**src/rtl/time_display_scan_pkg.sv**
```systemverilog
// Shared constants and types for the 6-digit multiplexed time display.
// Latency: n/a (declarations only).
// Backpressure: n/a.
package time_display_scan_pkg;

   localparam int NUM_DIGITS = 6;

   // Slot positions, right to left on the display
   localparam logic [2:0] SLOT_SEC_1  = 3'd0;
   localparam logic [2:0] SLOT_SEC_2  = 3'd1;
   localparam logic [2:0] SLOT_MIN_1  = 3'd2;
   localparam logic [2:0] SLOT_MIN_2  = 3'd3;
   localparam logic [2:0] SLOT_HOUR_1 = 3'd4;
   localparam logic [2:0] SLOT_HOUR_2 = 3'd5;

   // Colon dots sit after minutes-units and hours-units
   localparam logic [2:0] COLON_SLOT_A = SLOT_MIN_1;
   localparam logic [2:0] COLON_SLOT_B = SLOT_HOUR_1;

   // Active-high segment patterns, bit order {g,f,e,d,c,b,a}
   localparam logic [6:0] SEG_0    = 7'h3F;
   localparam logic [6:0] SEG_1    = 7'h06;
   localparam logic [6:0] SEG_2    = 7'h5B;
   localparam logic [6:0] SEG_3    = 7'h4F;
   localparam logic [6:0] SEG_4    = 7'h66;
   localparam logic [6:0] SEG_5    = 7'h6D;
   localparam logic [6:0] SEG_6    = 7'h7D;
   localparam logic [6:0] SEG_7    = 7'h07;
   localparam logic [6:0] SEG_8    = 7'h7F;
   localparam logic [6:0] SEG_9    = 7'h6F;
   localparam logic [6:0] SEG_DASH = 7'h40;
   localparam logic [6:0] SEG_OFF  = 7'h00;

   typedef logic [3:0] bcd_t;

   // Per-frame snapshot of everything the scan displays
   typedef struct packed {
      bcd_t [NUM_DIGITS-1:0] dig;
      logic [NUM_DIGITS-1:0] blink;
      logic                  dp_en;
   } snap_t;

endpackage

```
**src/rtl/time_display_scan_bcd_to_seg7.sv**
```systemverilog
// BCD digit to active-high 7-segment pattern; non-decimal codes show a dash.
// Latency: combinational.
// Backpressure: none.
module bcd_to_seg7
   import time_display_scan_pkg::*;
(
   input  logic [3:0] i_bcd,
   output logic [6:0] o_seg
);

   // Table lookup, codes A..F fall through to the dash
   always_comb begin
      o_seg = SEG_DASH;
      case (i_bcd)
         4'd0:    o_seg = SEG_0;
         4'd1:    o_seg = SEG_1;
         4'd2:    o_seg = SEG_2;
         4'd3:    o_seg = SEG_3;
         4'd4:    o_seg = SEG_4;
         4'd5:    o_seg = SEG_5;
         4'd6:    o_seg = SEG_6;
         4'd7:    o_seg = SEG_7;
         4'd8:    o_seg = SEG_8;
         4'd9:    o_seg = SEG_9;
         default: o_seg = SEG_DASH;
      endcase
   end

endmodule

```
**src/rtl/time_display_scan.sv**
```systemverilog
// Scans six BCD time digits onto a multiplexed 7-seg display, one slot per scan tick.
// Latency: pins show the new slot 1 clk after its tick; inputs take effect at the next frame snapshot.
// Backpressure: none; free-running scan, inputs are sampled only at frame wrap.
module time_display_scan
   import time_display_scan_pkg::*;
#(
   parameter int SCAN_DIV       = 100000,
   parameter int BLINK_DIV      = 83,
   parameter bit SEG_ACTIVE_LOW = 1'b1,
   parameter bit AN_ACTIVE_LOW  = 1'b1,
   parameter bit LEAD_BLANK     = 1'b1
)(
   input  logic       i_clk,
   input  logic       i_rst,
   input  logic [3:0] i_sec_1,
   input  logic [3:0] i_sec_2,
   input  logic [3:0] i_min_1,
   input  logic [3:0] i_min_2,
   input  logic [3:0] i_hour_1,
   input  logic [3:0] i_hour_2,
   input  logic [5:0] i_blink_mask,
   input  logic       i_dp_en,
   output logic [5:0] o_an,
   output logic [6:0] o_seg,
   output logic       o_dp,
   output logic       o_frame_start
);

   localparam int PW = (SCAN_DIV  > 1) ? $clog2(SCAN_DIV)  : 1;
   localparam int FW = (BLINK_DIV > 1) ? $clog2(BLINK_DIV) : 1;

   localparam logic [5:0] AN_OFF  = AN_ACTIVE_LOW  ? 6'h3F : 6'h00;
   localparam logic [6:0] SEG_PIN_OFF = SEG_ACTIVE_LOW ? 7'h7F : 7'h00;
   localparam logic       DP_OFF  = SEG_ACTIVE_LOW;

   logic [PW-1:0] r_presc;
   logic [2:0]    r_idx;
   logic          r_started;
   logic [FW-1:0] r_frame_cnt;
   logic          r_blink_phase;
   snap_t         r_snap;
   logic [5:0]    r_an;
   logic [6:0]    r_seg;
   logic          r_dp;
   logic          r_frame_start;

   logic          w_tick;
   logic          w_wrap;
   logic [2:0]    w_idx_nxt;
   snap_t         w_snap_in;
   snap_t         w_snap_nxt;
   logic          w_phase_nxt;
   logic [6:0]    w_seg_raw;
   logic          w_blank;
   logic          w_dp_on;
   logic [5:0]    w_an_on;

   // A frame wraps on the tick leaving slot 5, and on the very first tick after reset
   assign w_tick      = (r_presc == PW'(SCAN_DIV - 1));
   assign w_wrap      = w_tick && (!r_started || (r_idx == SLOT_HOUR_2));
   assign w_idx_nxt   = w_wrap ? SLOT_SEC_1 : (w_tick ? r_idx + 3'd1 : r_idx);
   assign w_snap_nxt  = w_wrap ? w_snap_in : r_snap;
   assign w_phase_nxt = (w_wrap && (r_frame_cnt == FW'(BLINK_DIV - 1))) ? ~r_blink_phase
                                                                         : r_blink_phase;

   // Gather the live inputs into snapshot form, slot order matches an[]
   always_comb begin
      w_snap_in       = '0;
      w_snap_in.dig   = {i_hour_2, i_hour_1, i_min_2, i_min_1, i_sec_2, i_sec_1};
      w_snap_in.blink = i_blink_mask;
      w_snap_in.dp_en = i_dp_en;
   end

   // Decode from the post-tick view so slot 0 of a new frame already uses the new snapshot
   bcd_to_seg7 u_dec (
      .i_bcd (w_snap_nxt.dig[w_idx_nxt]),
      .o_seg (w_seg_raw)
   );

   assign w_blank = (w_phase_nxt && w_snap_nxt.blink[w_idx_nxt]) ||
                    (LEAD_BLANK && (w_idx_nxt == SLOT_HOUR_2) && (w_snap_nxt.dig[SLOT_HOUR_2] == 4'd0));
   assign w_dp_on = !w_blank && w_snap_nxt.dp_en &&
                    ((w_idx_nxt == COLON_SLOT_A) || (w_idx_nxt == COLON_SLOT_B));
   assign w_an_on = w_blank ? 6'h00 : (6'd1 << w_idx_nxt);

   // Prescaler, slot counter, blink counter and frame snapshot
   always_ff @(posedge i_clk) begin
      if (i_rst) begin
         r_presc       <= '0;
         r_idx         <= '0;
         r_started     <= 1'b0;
         r_frame_cnt   <= '0;
         r_blink_phase <= 1'b0;
         r_snap        <= '0;
      end else begin
         r_presc <= w_tick ? '0 : r_presc + PW'(1);
         if (w_tick) begin
            r_idx     <= w_idx_nxt;
            r_started <= 1'b1;
         end
         if (w_wrap) begin
            r_snap        <= w_snap_in;
            r_blink_phase <= w_phase_nxt;
            r_frame_cnt   <= (r_frame_cnt == FW'(BLINK_DIV - 1)) ? '0 : r_frame_cnt + FW'(1);
         end
      end
   end

   // Pin registers: reload on tick with polarity applied, hold between ticks
   always_ff @(posedge i_clk) begin
      if (i_rst) begin
         r_an          <= AN_OFF;
         r_seg         <= SEG_PIN_OFF;
         r_dp          <= DP_OFF;
         r_frame_start <= 1'b0;
      end else begin
         r_frame_start <= w_wrap;
         if (w_tick) begin
            r_an  <= w_an_on ^ {6{AN_ACTIVE_LOW}};
            r_seg <= (w_blank ? SEG_OFF : w_seg_raw) ^ {7{SEG_ACTIVE_LOW}};
            r_dp  <= w_dp_on ^ SEG_ACTIVE_LOW;
         end
      end
   end

   assign o_an          = r_an;
   assign o_seg         = r_seg;
   assign o_dp          = r_dp;
   assign o_frame_start = r_frame_start;

endmodule

```
**config.mk**
```make
export PLATFORM = sky130hd
export DESIGN_NAME = time_display_scan
export DESIGN_NICKNAME = d
export VERILOG_FILES = /design/src/rtl/time_display_scan_pkg.sv /design/src/rtl/time_display_scan_bcd_to_seg7.sv /design/src/rtl/time_display_scan.sv
export SDC_FILE = /design/constraint.sdc
export NUM_CORES = 1
export LEC_CHECK = 0
export ABC_AREA = 1
export BUFFER_PORTS_ARGS = -buffer_cell sky130_fd_sc_hd__buf_2
export CAP_MARGIN = 30
export CELL_PAD_IN_SITES_DETAIL_PLACEMENT = 2
export CELL_PAD_IN_SITES_GLOBAL_PLACEMENT = 2
export CORE_ASPECT_RATIO = 0.9
export CORE_MARGIN = 5
export CORE_UTILIZATION = 29
export CTS_CLUSTER_SIZE = 10
export DETAILED_ROUTE_END_ITERATION = 6
export PLACE_DENSITY = 0.76
export SLEW_MARGIN = 40
export SYNTH_ARGS = -nofsm -noshare
export SYNTH_HDL_FRONTEND = slang
export SYNTH_SLANG_ARGS = --single-unit
```
**constraint.sdc**
```tcl
create_clock -name i_clk -period 2.6 [get_ports i_clk]
set_clock_uncertainty 0.15 [all_clocks]
set_input_delay 0.52 -clock i_clk [delete_from_list [all_inputs] [get_ports i_clk]]
set_output_delay 0.52 -clock i_clk [all_outputs]
set_load 0.01 [all_outputs]
```
=== Word level (Yosys, flattened, before mapping) ===
Memory sizes are Yosys's and may differ from the RTL's.
Cells that the tools add are included.

* Add/sub/neg operators: 3
* Magnitude comparators: 1
* Eq/ne operators: 6
* Shift-type cells: 1
* Multiplexer cells: 11
* Bitwise logic cells: 4
* Reductions and logical operators: 13

{| class="wikitable"
|+ Operators with widths
! kind !! count
|-
| $mux W31 || 1
|-
| $add A17 B1 Y17 const B || 1
|-
| $eq A17 B17 Y1 const B || 1
|-
| $mux W7 || 2
|-
| $bmux W4 S3 || 1
|-
| $eq A3 B3 Y1 const B || 3
|-
| $add A7 B1 Y7 const B || 1
|-
| $eq A7 B7 Y1 const B || 1
|-
| $not A7 Y7 || 1
|-
| $logic_and A1 B1 Y1 || 6
|-
| $mux W3 || 2
|-
| $mux W6 || 1
|-
| $not A6 Y6 || 1
|-
| $shl A1 B3 Y6 const A || 1
|-
| $logic_not A4 Y1 || 1
|-
| $lt A3 B4 Y1 const B || 1
|-
| $mux W4 || 1
|-
| $add A3 B1 Y3 const B || 1
|-
| $bmux W1 S3 || 1
|-
| $eq A3 B2 Y1 const B || 1
|-
| $logic_or A1 B1 Y1 || 3
|-
| $logic_not A1 Y1 || 2
|-
| $mux W1 || 2
|-
| $not A1 Y1 || 2
|-
| $reduce_or A2 Y1 || 1
|}

* Bits in registers: 75
* Bits in read-only memories: 112
* Word-level logic and storage cells: 57
* Memories kept: 1

{| class="wikitable"
|+ Memory list
! memory !! depth !! bits a word !! read ports !! clocked after Yosys merged registers in !! write ports !! line !! source
|-
| (name not given) || 16 || 7 || 1 || 0 || 0 || time_display_scan_bcd_to_seg7.sv:14 || <nowiki>case (i_bcd)</nowiki>
|}

=== Depth between registers and ports, before layout ===
Gate-level depths: netlist of the first run.

* Word-level depth: 12
* Gate-level depth with buffers: 23

=== By module ===
A second synthesis of the first run with hierarchy kept.

* Cells, all modules: 560
* Area, all modules: 3927.5 um2

{| class="wikitable"
|+ Modules (own cells, without submodules)
! module !! times used !! cells an instance !! area each (um2) !! sequential area each (um2)
|-
| time_display_scan || 1 || 524 || 3734.8 || 1501.4
|-
| bcd_to_seg7 || 1 || 36 || 192.7 || 0.0
|}

=== Worst setup path after synthesis of the first run ===
OpenSTA, ideal clock, no wires.

* Kind: reg-to-reg
* Start point: register r_idx[1]
* End point: register r_seg[3] (netlist: o_seg[3])
* Setup time: 0.109 ns
* Arrival: 2.355 ns
* Slack: -0.014 ns
* Stages on the path, launching flop included: 23
* Buffers on the path: 2
* Period minus slack after synthesis: 2.614 ns
* Path through: dfxtp_1 > inv_1 > ha_1 > a21oi_2 > inv_1 > nand4_1 > buf_4 > buf_2 > nand2_1 > nand2_1 > nand2_1 > nand2_1 > nand2_1 > nand2_1 > nand2_1 > nand2_1 > inv_1 > ha_1 > nand2_1 > nand3_1 > nand3_1 > nand2_1 > inv_1

* Longest elaborated chain between the ends: 10

{| class="wikitable"
|+ RTL lines
! element !! line !! source
|-
| start: declaration || time_display_scan.sv:37 || <nowiki>logic [2:0] r_idx;</nowiki>
|-
| start signal: assignment || time_display_scan.sv:98 || <nowiki>r_idx <= w_idx_nxt;</nowiki>
|-
| parallel branches: the longest is 8 deep, another holds $mem_v2 Z16 W7 || n/a ||
|-
| $mux W7 (*) || time_display_scan.sv:120 || <nowiki>r_seg <= (w_blank ? SEG_OFF : w_seg_raw) ^ {7{SEG_ACTIVE_LOW}};</nowiki>
|-
| $not A7 Y7 (no line) (*) || n/a ||
|-
| end signal: assignment || time_display_scan.sv:120 ||
|-
| end: declaration || time_display_scan.sv:43 || <nowiki>logic [6:0] r_seg;</nowiki>
|}

Mark *: on every way between the ends. The select of a mux whose other input is x is not followed.
A chain may end at the register's enable or synchronous reset.

=== Worst setup path after layout of the first run ===
* Start point: register r_presc[0]
* End point: register r_seg[0] (netlist: o_seg[0])

* Longest elaborated chain between the ends: 9

{| class="wikitable"
|+ RTL lines
! element !! line !! source
|-
| start: declaration || time_display_scan.sv:36 || <nowiki>logic [PW-1:0] r_presc;</nowiki>
|-
| start signal: assignment || time_display_scan.sv:96 || <nowiki>r_presc <= w_tick ? '0 : r_presc + PW'(1);</nowiki>
|-
| $eq A17 B17 Y1 (*) || time_display_scan.sv:59 || <nowiki>assign w_tick = (r_presc == PW'(SCAN_DIV - 1));</nowiki>
|-
| parallel branches: the longest is 8 deep, another holds $mem_v2 Z16 W7 || n/a ||
|}

Marked as above.

==> results of run 1 <==
-- worst register-to-register path, cell delays in order, from the launching register on --
cell and delay (ns):
dfxtp_2 0.35, ha_4 0.15, nand2_4 0.07, nor2_8 0.11, nand3_1 0.14, nor2_4 0.20
nand4_1 0.17, nand2_4 0.19, nor2_4 0.07, nand2_1 0.11, nor2_1 0.07, nor2_1 0.23
nand2_4 0.12, buf_6 0.15, ha_4 0.15, inv_2 0.08, nand3_4 0.09, nand3_2 0.08
nand3_2 0.07, nand2_1 0.08, inv_1 0.06
-- registers in the layout, summed over array words and instances, names as in the netlist --
name           count
r_presc           17
r_blink_phase      1
o_frame_start      1
r_idx              3
o_seg              7
o_dp               1
o_an               6
r_started          1
r_snap            31
r_frame_cnt        7
-- cells by family (layout without fill, tap and decap cells) --
logic type / after synthesis / after routing
flops: 75 / 75
compound gates: 59 / 59
mux: 1 / 1
xor+xnor: 7 / 7
buf+inv: 94 / 248
fa+ha+maj: 10 / 10
simple gates: 324 / 324
-- worst min path at each step --
stage | end | slack, ns
floorplan | r_presc[0] | 0.27
global placement | o_an[2] | 0.30
detailed placement | r_snap[9] | 0.32
CTS | r_snap[15] | 0.28
global route | r_snap[15] | 0.31
finish | r_snap[3] | 0.31
-- cells in the mapped netlist (all sizes together) --
cell type / number / area [sq um]
nand2: 165 / 677
nor4: 2 / 12.5
o41ai: 2 / 17.5
xnor2: 3 / 26.3
xor2: 4 / 35.0
mux2i: 1 / 10.0
nand3: 38 / 195
o21ai: 21 / 120
or2: 10 / 62.6
dfxtp: 75 / 1500
nand4: 21 / 131
and3: 1 / 6.26
nor3: 10 / 50.1
nor2: 71 / 310
clkbuf: 7 / 26.3
inv: 77 / 292
ha: 10 / 125
o2111ai: 1 / 8.76
buf: 10 / 67.6
nor3b: 4 / 30.0
a21oi: 31 / 181
a41oi: 1 / 8.76
o22ai: 3 / 18.8
nand3b: 2 / 15.0
-- per-layer routing --
metal	GRT usage	up-vias	routed length, um
li1	-	2109	-
met1	0.255	2256	8370
met2	0.394	96	10800
met3	0.0433	42	648
met4	0.0565	0	657
met5	0	-	0
-- report_power, final --
group / total [mW] / internal [mW] / switching, mW
clock network: 1.38 / 0.819 / 0.557
logic: 0.0760 / 0.0314 / 0.0445
registers: 1.16 / 1.15 / 0.00390
total: 2.61 / 2.00 / 0.606
-- per-stage QoR --
stage	std cells	hold slack, ns	util	total power, mW
CTS	881	0.284	0.425	2.60
floorplan	570	0.268	-	1.20
finish	892	0.306	0.460	2.61
detailed placement	843	0.315	0.365	1.25
global placement	843	0.303	0.365	1.24
global route	892	0.309	0.460	2.67
-- layout make-up --
cell class,instances,area (sq um)
fill,1489,7180
clock inverter,4,47.5
timing repair buffer,155,1170
tap,168,210
sequential,75,1510
inverter,77,307
clock buffer,12,267
multi-input combinational,401,2620
-- placed cells by master, fill, tap and decap left out, drive strengths merged --
master    netlist  layout
nor2           71      71
nor4            2       2
nand3          38      38
xnor2           3       3
dfxtp          75      75
clkbuf          7      12
a21oi          31      31
o2111ai         1       1
nor3           10      10
nand2         165     165
o22ai           3       3
inv            77      77
clkinv          0       2
nor3b           4       4
nand4          21      21
ha             10      10
buf            10     155
a41oi           1       1
xor2            4       4
o41ai           2       2
bufinv          0       1
o21ai          21      21
and3            1       1
mux2i           1       1
or2            10      10
clkinvlp        0       1
nand3b          2       2
-- repair_timing --
action	CTS	global route
setup buffers	23	18
hold endpoints to repair	0	0
setup endpoints to repair	14	16
gates cloned	1	0
pin swaps	26	47
gates resized for setup	95	105
==> results_tabular.tex, run 1 <==
\begin{tabular}{lr}
\hline
Metric & Value \\
\hline
\multicolumn{2}{l}{\textbf{Cells and area}} \\
Share of cells above drive strength 1 & 0.463 \\
Final antenna diode count & 0 \\
Synth-to-layout area growth & 56.0\% \\
Number of nets in the finished design & 762 \\
Non-Filler Cell Area, Final & 6130 sq um \\
\multicolumn{2}{l}{\textbf{Power and ir drop}} \\
Worst ir drop on vdd & 0.000322 V \\
Power per cell area & 426 nW/um\^{}2 \\
Pleak & 2.69 nW \\
\multicolumn{2}{l}{\textbf{Logic synthesis}} \\
Post-synthesis net count & 613 \\
Basic-gate share of the synthesized area counting and, or, nand and nor cells & 0.379 \\
Multiplexer share of the synthesized area & 0.00255 \\
Adder-cell area share of the yosys netlist & 0.0318 \\
Netlist area before placement & 3930 sq um \\
Sequential cell area fraction in the yosys report & 0.382 \\
Share of the synthesized area in compound gates (AO/OA/AOI/OAI) & 0.0904 \\
Number of register bits inferred by synthesis & 75 \\
Parity-gate share of the synthesized area counting xor and xnor cells & 0.0156 \\
Cells after synthesis & 570 \\
Mean cell area of the mapped netlist & 6.89 sq um \\
Yosys warning count & 0 \\
Main combinational cell family by area after synthesis & simple AND/OR/NAND/NOR gates \\
Post-synth cell types & 39 \\
\multicolumn{2}{l}{\textbf{Global route}} \\
Global-route wire length before repair & 26900 um \\
Final global-route overflow total & 0 \\
Total routing resource utilization after global routing & 0.215 \\
Largest net degree at the start of global routing & 17 \\
Via count of the first global-routing pass & 4964 \\
Initial antenna violation count & 0 \\
\multicolumn{2}{l}{\textbf{Die}} \\
Core box area & 13300 sq um \\
FP Rows & 40 \\
Width of the chip & 133 um \\
Total die area & 16000 sq um \\
Starting Density & 0.295 \\
Height of the chip & 120 um \\
Boundary pin count & 48 \\
\multicolumn{2}{l}{\textbf{Placement}} \\
Minimum setup slack after placement & -0.296 ns \\
Placer Congestion & 0.809 \\
Count of input and output buffers & 47 \\
Total placed instance area & 4860 sq um \\
HPWL after detailed placement & 11100 um \\
\multicolumn{2}{l}{\textbf{STA}} \\
Relative max-transition margin & 0.660 \\
Final critical path time including I/O delays and setup & 2.97 ns \\
Max Clock Freq & 337 MHz \\
Final WS setup & -0.369 ns \\
Setup violation total in the final timing report & 15 \\
Actual slew at the worst max-slew pin & 0.509 ns \\
Hold Vio Cnt, Final & 0 \\
Slew Limit Fails & 0 \\
Setup total negative slack & -3.58 ns \\
Setup repair after global routing missed its margin & yes \\
Period utilisation layout & 1.14 \\
\multicolumn{2}{l}{\textbf{Setup path}} \\
Crit path cell chain & ha\_4 > nand2\_4 > nor2\_8 > nand3\_1 > nor2\_4 > nand4\_1 > nand2\_4 > nor2\_4 > nand2\_1 > nor2\_1 > nor2\_1 > nand2\_4 > buf\_6 > ha\_4 > inv\_2 > nand3\_4 > nand3\_2 > nand3\_2 > nand2\_1 > inv\_1 \\
Cell type with the highest occurrence count on the critical path & nand2\_4 \\
Beginning of the worst register-to-register path & r\_presc[0] \\
Worst reg2reg endpoint & o\_seg[0] \\
Worst path slowest cell & dfxtp\_2 \\
Worst R2R Path Depth & 20 \\
Type of the setup path with the least slack & register to register \\
Termination of the worst setup path & o\_seg[0] \\
Logic depth of the worst setup path including buffers & 20 \\
Cell family with most CP delay & simple AND/OR/NAND/NOR gates \\
Required time of the critical path & 2.72 ns \\
Type of destination of the critical path & register \\
Maximum single-stage delay on the critical path & 0.35 ns \\
Worst EP arrival & 3.08 ns \\
R2R Setup Slk & -0.37 ns \\
Maximum fanout count along the critical path & 10 \\
CP Buf/Inv Count & 3 \\
CP Launch Point & r\_presc[0] \\
Critical Path Source Type & register \\
\multicolumn{2}{l}{\textbf{Route}} \\
Mean number of vias per cell & 5.05 \\
Iter 0 DRT Violations & 198 \\
Detailed-route via count & 4503 \\
Final wirelength & 20500 um \\
Antenna-violating nets left & 0 \\
Number of remaining DRC errors & 0 \\
Average wire length per cell after detail routing & 23.0 um \\
Length of the first detailed-routing pass in iterations & 4 \\
\multicolumn{2}{l}{\textbf{Clocking}} \\
Clock transition at path regs & 0.07 ns \\
Post-cts hold buffer count & 0 \\
Maximum buffer depth of the clock tree & 2 \\
Buffer type at the clock tree root & clkbuf\_16 \\
Clock sink total & 75 \\
Inserted Clock Buffers & 9 \\
Clock Latency Late Sink & 0.37 ns \\
TritonCTS clock tree & done \\
H-Tree Level Count & 3 \\
\multicolumn{2}{l}{\textbf{Hold path}} \\
Cell depth of the worst hold path & 3 \\
Worst hold path startpoint & i\_blink\_mask[2] \\
Kind of path behind the tightest hold check & primary input to register \\
\multicolumn{2}{l}{\textbf{Status}} \\
Run status & complete, but fails checks \\
Violations in the final reports & negative setup slack \\
\multicolumn{2}{l}{\textbf{Flow run}} \\
Number of violations of the max-capacitance limit & 0 \\
\hline
\end{tabular}
(Power assumes the default switching activity.)
==> run 2, diff against run 1 <==
--- a/config.mk
+++ b/config.mk
@@ -11,10 +11,11 @@
 export CELL_PAD_IN_SITES_DETAIL_PLACEMENT = 2
 export CELL_PAD_IN_SITES_GLOBAL_PLACEMENT = 2
 export CORE_ASPECT_RATIO = 0.9
-export CORE_MARGIN = 5
+export CORE_MARGIN = 4
 export CORE_UTILIZATION = 29
 export CTS_CLUSTER_SIZE = 10
 export DETAILED_ROUTE_END_ITERATION = 6
+export MAX_ROUTING_LAYER = met4
 export PLACE_DENSITY = 0.76
 export SLEW_MARGIN = 40
 export SYNTH_ARGS = -nofsm -noshare
==> results_tabular.tex, run 2 (synthesized netlist as in run 1, its figures left out) <==
\begin{tabular}{lr}
\hline
Metric & Value \\
\hline
\multicolumn{2}{l}{\textbf{Hold path}} \\
Endpoint, Worst Hold & r\_snap[19] \\
Worst hold path startpoint & i\_min\_2[0] \\
Cell depth of the worst hold path & 3 \\
Kind of path behind the tightest hold check & primary input to register \\
\multicolumn{2}{l}{\textbf{Cells and area}} \\
Regs by FF count & r\_snap x31, r\_presc x17 \\
Number of flip-flops under the largest register name & 31 \\
Synth-to-layout area growth & 55.7\% \\
Final antenna diode count & 0 \\
Share of cells above drive strength 1 & 0.448 \\
Register with the most flip-flops & r\_snap \\
Most common library cell in the layout ignoring fill and taps & nand2\_1 \\
Final core utilization & 0.459 \\
Number of nets in the finished design & 767 \\
Most used cells in the layout excluding fill and tap cells & nand2\_1, buf\_4, dfxtp\_1, inv\_1, nor2\_1 \\
\multicolumn{2}{l}{\textbf{Route}} \\
Number of remaining DRC errors & 0 \\
Mean number of vias per cell & 5.21 \\
Final wirelength & 21900 um \\
Average wire length per cell after detail routing & 24.5 um \\
Iter 0 DRT Violations & 191 \\
Antenna-violating nets left & 0 \\
Length of the first detailed-routing pass in iterations & 4 \\
Detailed-route via count & 4667 \\
\multicolumn{2}{l}{\textbf{Setup path}} \\
Cell family with most CP delay & simple AND/OR/NAND/NOR gates \\
R2R Setup Slk & -0.46 ns \\
Maximum fanout count along the critical path & 5 \\
Worst EP arrival & 3.15 ns \\
Type of destination of the critical path & register \\
Critical Path Source Type & register \\
Required time of the critical path & 2.69 ns \\
Type of the setup path with the least slack & register to register \\
CP Buf/Inv Count & 4 \\
Worst path slowest cell & dfxtp\_1 \\
Worst reg2reg endpoint & o\_an[4] \\
Crit path cell chain & nand2\_2 > nor2\_1 > nand2\_1 > nor2\_4 > nand4\_1 > nand2\_4 > nor2\_4 > buf\_6 > buf\_6 > nand2\_1 > nand2\_1 > nor2\_1 > nor2\_2 > nand2\_4 > nand2\_8 > buf\_6 > o22ai\_2 > inv\_1 \\
Worst R2R Path Depth & 18 \\
Maximum single-stage delay on the critical path & 0.39 ns \\
Beginning of the worst register-to-register path & r\_presc[7] \\
\multicolumn{2}{l}{\textbf{STA}} \\
Max Clock Freq & 327 MHz \\
Period utilisation layout & 1.18 \\
Final critical path time including I/O delays and setup & 3.06 ns \\
Setup violation total in the final timing report & 15 \\
Slew Limit Fails & 0 \\
Setup total negative slack & -5.36 ns \\
Final WS setup & -0.461 ns \\
Relative max-transition margin & 0.688 \\
Setup repair after global routing missed its margin & yes \\
Hold Vio Cnt, Final & 0 \\
Actual slew at the worst max-slew pin & 0.468 ns \\
\multicolumn{2}{l}{\textbf{Clocking}} \\
Post-cts hold buffer count & 0 \\
TritonCTS clock tree & done \\
Clock sink total & 75 \\
Maximum buffer depth of the clock tree & 2 \\
Inserted Clock Buffers & 9 \\
Clock Latency Late Sink & 0.36 ns \\
H-Tree Level Count & 3 \\
Clock transition at path regs & 0.06 ns \\
Buffer type at the clock tree root & clkbuf\_16 \\
\multicolumn{2}{l}{\textbf{Placement}} \\
Placer Congestion & 0.861 \\
HPWL after detailed placement & 11000 um \\
Count of input and output buffers & 47 \\
\multicolumn{2}{l}{\textbf{Status}} \\
Run status & complete, but fails checks \\
Violations in the final reports & negative setup slack \\
\multicolumn{2}{l}{\textbf{Die}} \\
Boundary pin count & 48 \\
Width of the chip & 131 um \\
Starting Density & 0.295 \\
Height of the chip & 118 um \\
Core box area & 13300 sq um \\
FP Rows & 40 \\
Total die area & 15500 sq um \\
\multicolumn{2}{l}{\textbf{Flow run}} \\
Number of violations of the max-capacitance limit & 0 \\
\multicolumn{2}{l}{\textbf{Global route}} \\
Global-route wire length before repair & 29400 um \\
Final global-route overflow total & 0 \\
Largest net degree at the start of global routing & 21 \\
Via count of the first global-routing pass & 5156 \\
Initial antenna violation count & 0 \\
Total routing resource utilization after global routing & 0.256 \\
\multicolumn{2}{l}{\textbf{Power and ir drop}} \\
Worst ir drop on vdd & 0.000479 V \\
Power per cell area & 397 nW/um\^{}2 \\
Pleak & 2.72 nW \\
\hline
\end{tabular}
## run 2: changes by cell type in the layout (fill, tap and decap cells not counted), moves of 4 or more
cell,delta
nand2_1,+17
buf_4,+8
nor3_1,-4
nand2_2,-12
nand2_4,-5
buf_6,-7
nor3_2,+4
dfxtp_1,-4
## run 2: worst max-delay path by stage
stage	startpoint	end	slack (ns)	depth (start not counted)
2_1_floorplan	r_presc[0]	o_seg[3]	0.007	20
3_3_place_gp	r_presc[0]	o_seg[4]	-0.11	17
3_5_place_dp	r_presc[1]	o_seg[3]	-0.31	20
4_1_cts	r_presc[11]	o_seg[5]	-0.18	21
5_1_grt	r_idx[1]	o_seg[0]	-0.51	21
6_report	r_presc[7]	o_an[4]	-0.46	18
## run 2: timing repair
item,in CTS,in global routing
buffers inserted,27,11
gates cloned,3,0
resized for setup,105,76
endpoints found under the setup margin,14,16
pin swaps,38,47
## run 2: final cells by class
class,count,area (sq um)
clock buffers,12,246
clock inverters,3,15.0
fillers,1486,7200
inverters,77,309
multi-input cells,402,2580
flip-flops and latches,75,1520
well taps,168,210
repair buffers,159,1230
## run 2: report_power, final
group	leakage [nW]	total [mW]	internal [mW]	switching, mW
clock network	0.132	1.19	0.663	0.528
registers	0.610	1.16	1.15	0.00541
logic	1.97	0.0829	0.0353	0.0476
## run 2: worst register-to-register path: stages, from the launching register on
cell     delay (ns)
dfxtp_1        0.39
nand2_2        0.12
nor2_1         0.19
nand2_1        0.12
nor2_4         0.20
nand4_1        0.23
nand2_4        0.18
nor2_4         0.05
buf_6          0.13
buf_6          0.11
nand2_1        0.06
nand2_1        0.08
nor2_1         0.19
nor2_2         0.11
nand2_4        0.15
nand2_8        0.09
buf_6          0.14
o22ai_2        0.16
inv_1          0.08
## run 2: per-stage QoR
step | cell area (sq um) | total power, mW | hold slack (ns) | cells | setup WS, ns
after global placement | 4860 | 1.24 | 0.294 | 841 | -0.105
after CTS | 5710 | 2.41 | 0.288 | 885 | -0.177
final | 6120 | 2.43 | 0.303 | 896 | -0.461
after floorplan | 3940 | 1.20 | 0.268 | 570 | 0.00726
after global routing | 6120 | 2.51 | 0.297 | 896 | -0.513
after detailed placement | 4860 | 1.24 | 0.317 | 841 | -0.310
## run 2: layer usage
metal | routed length [um] | up-vias | GRT usage
li1 | - | 2120 | -
met1 | 8650 | 2361 | 0.295
met2 | 11500 | 120 | 0.447
met3 | 648 | 66 | 0.0393
met4 | 1080 | 0 | 0.0913
met5 | 0 | - | -
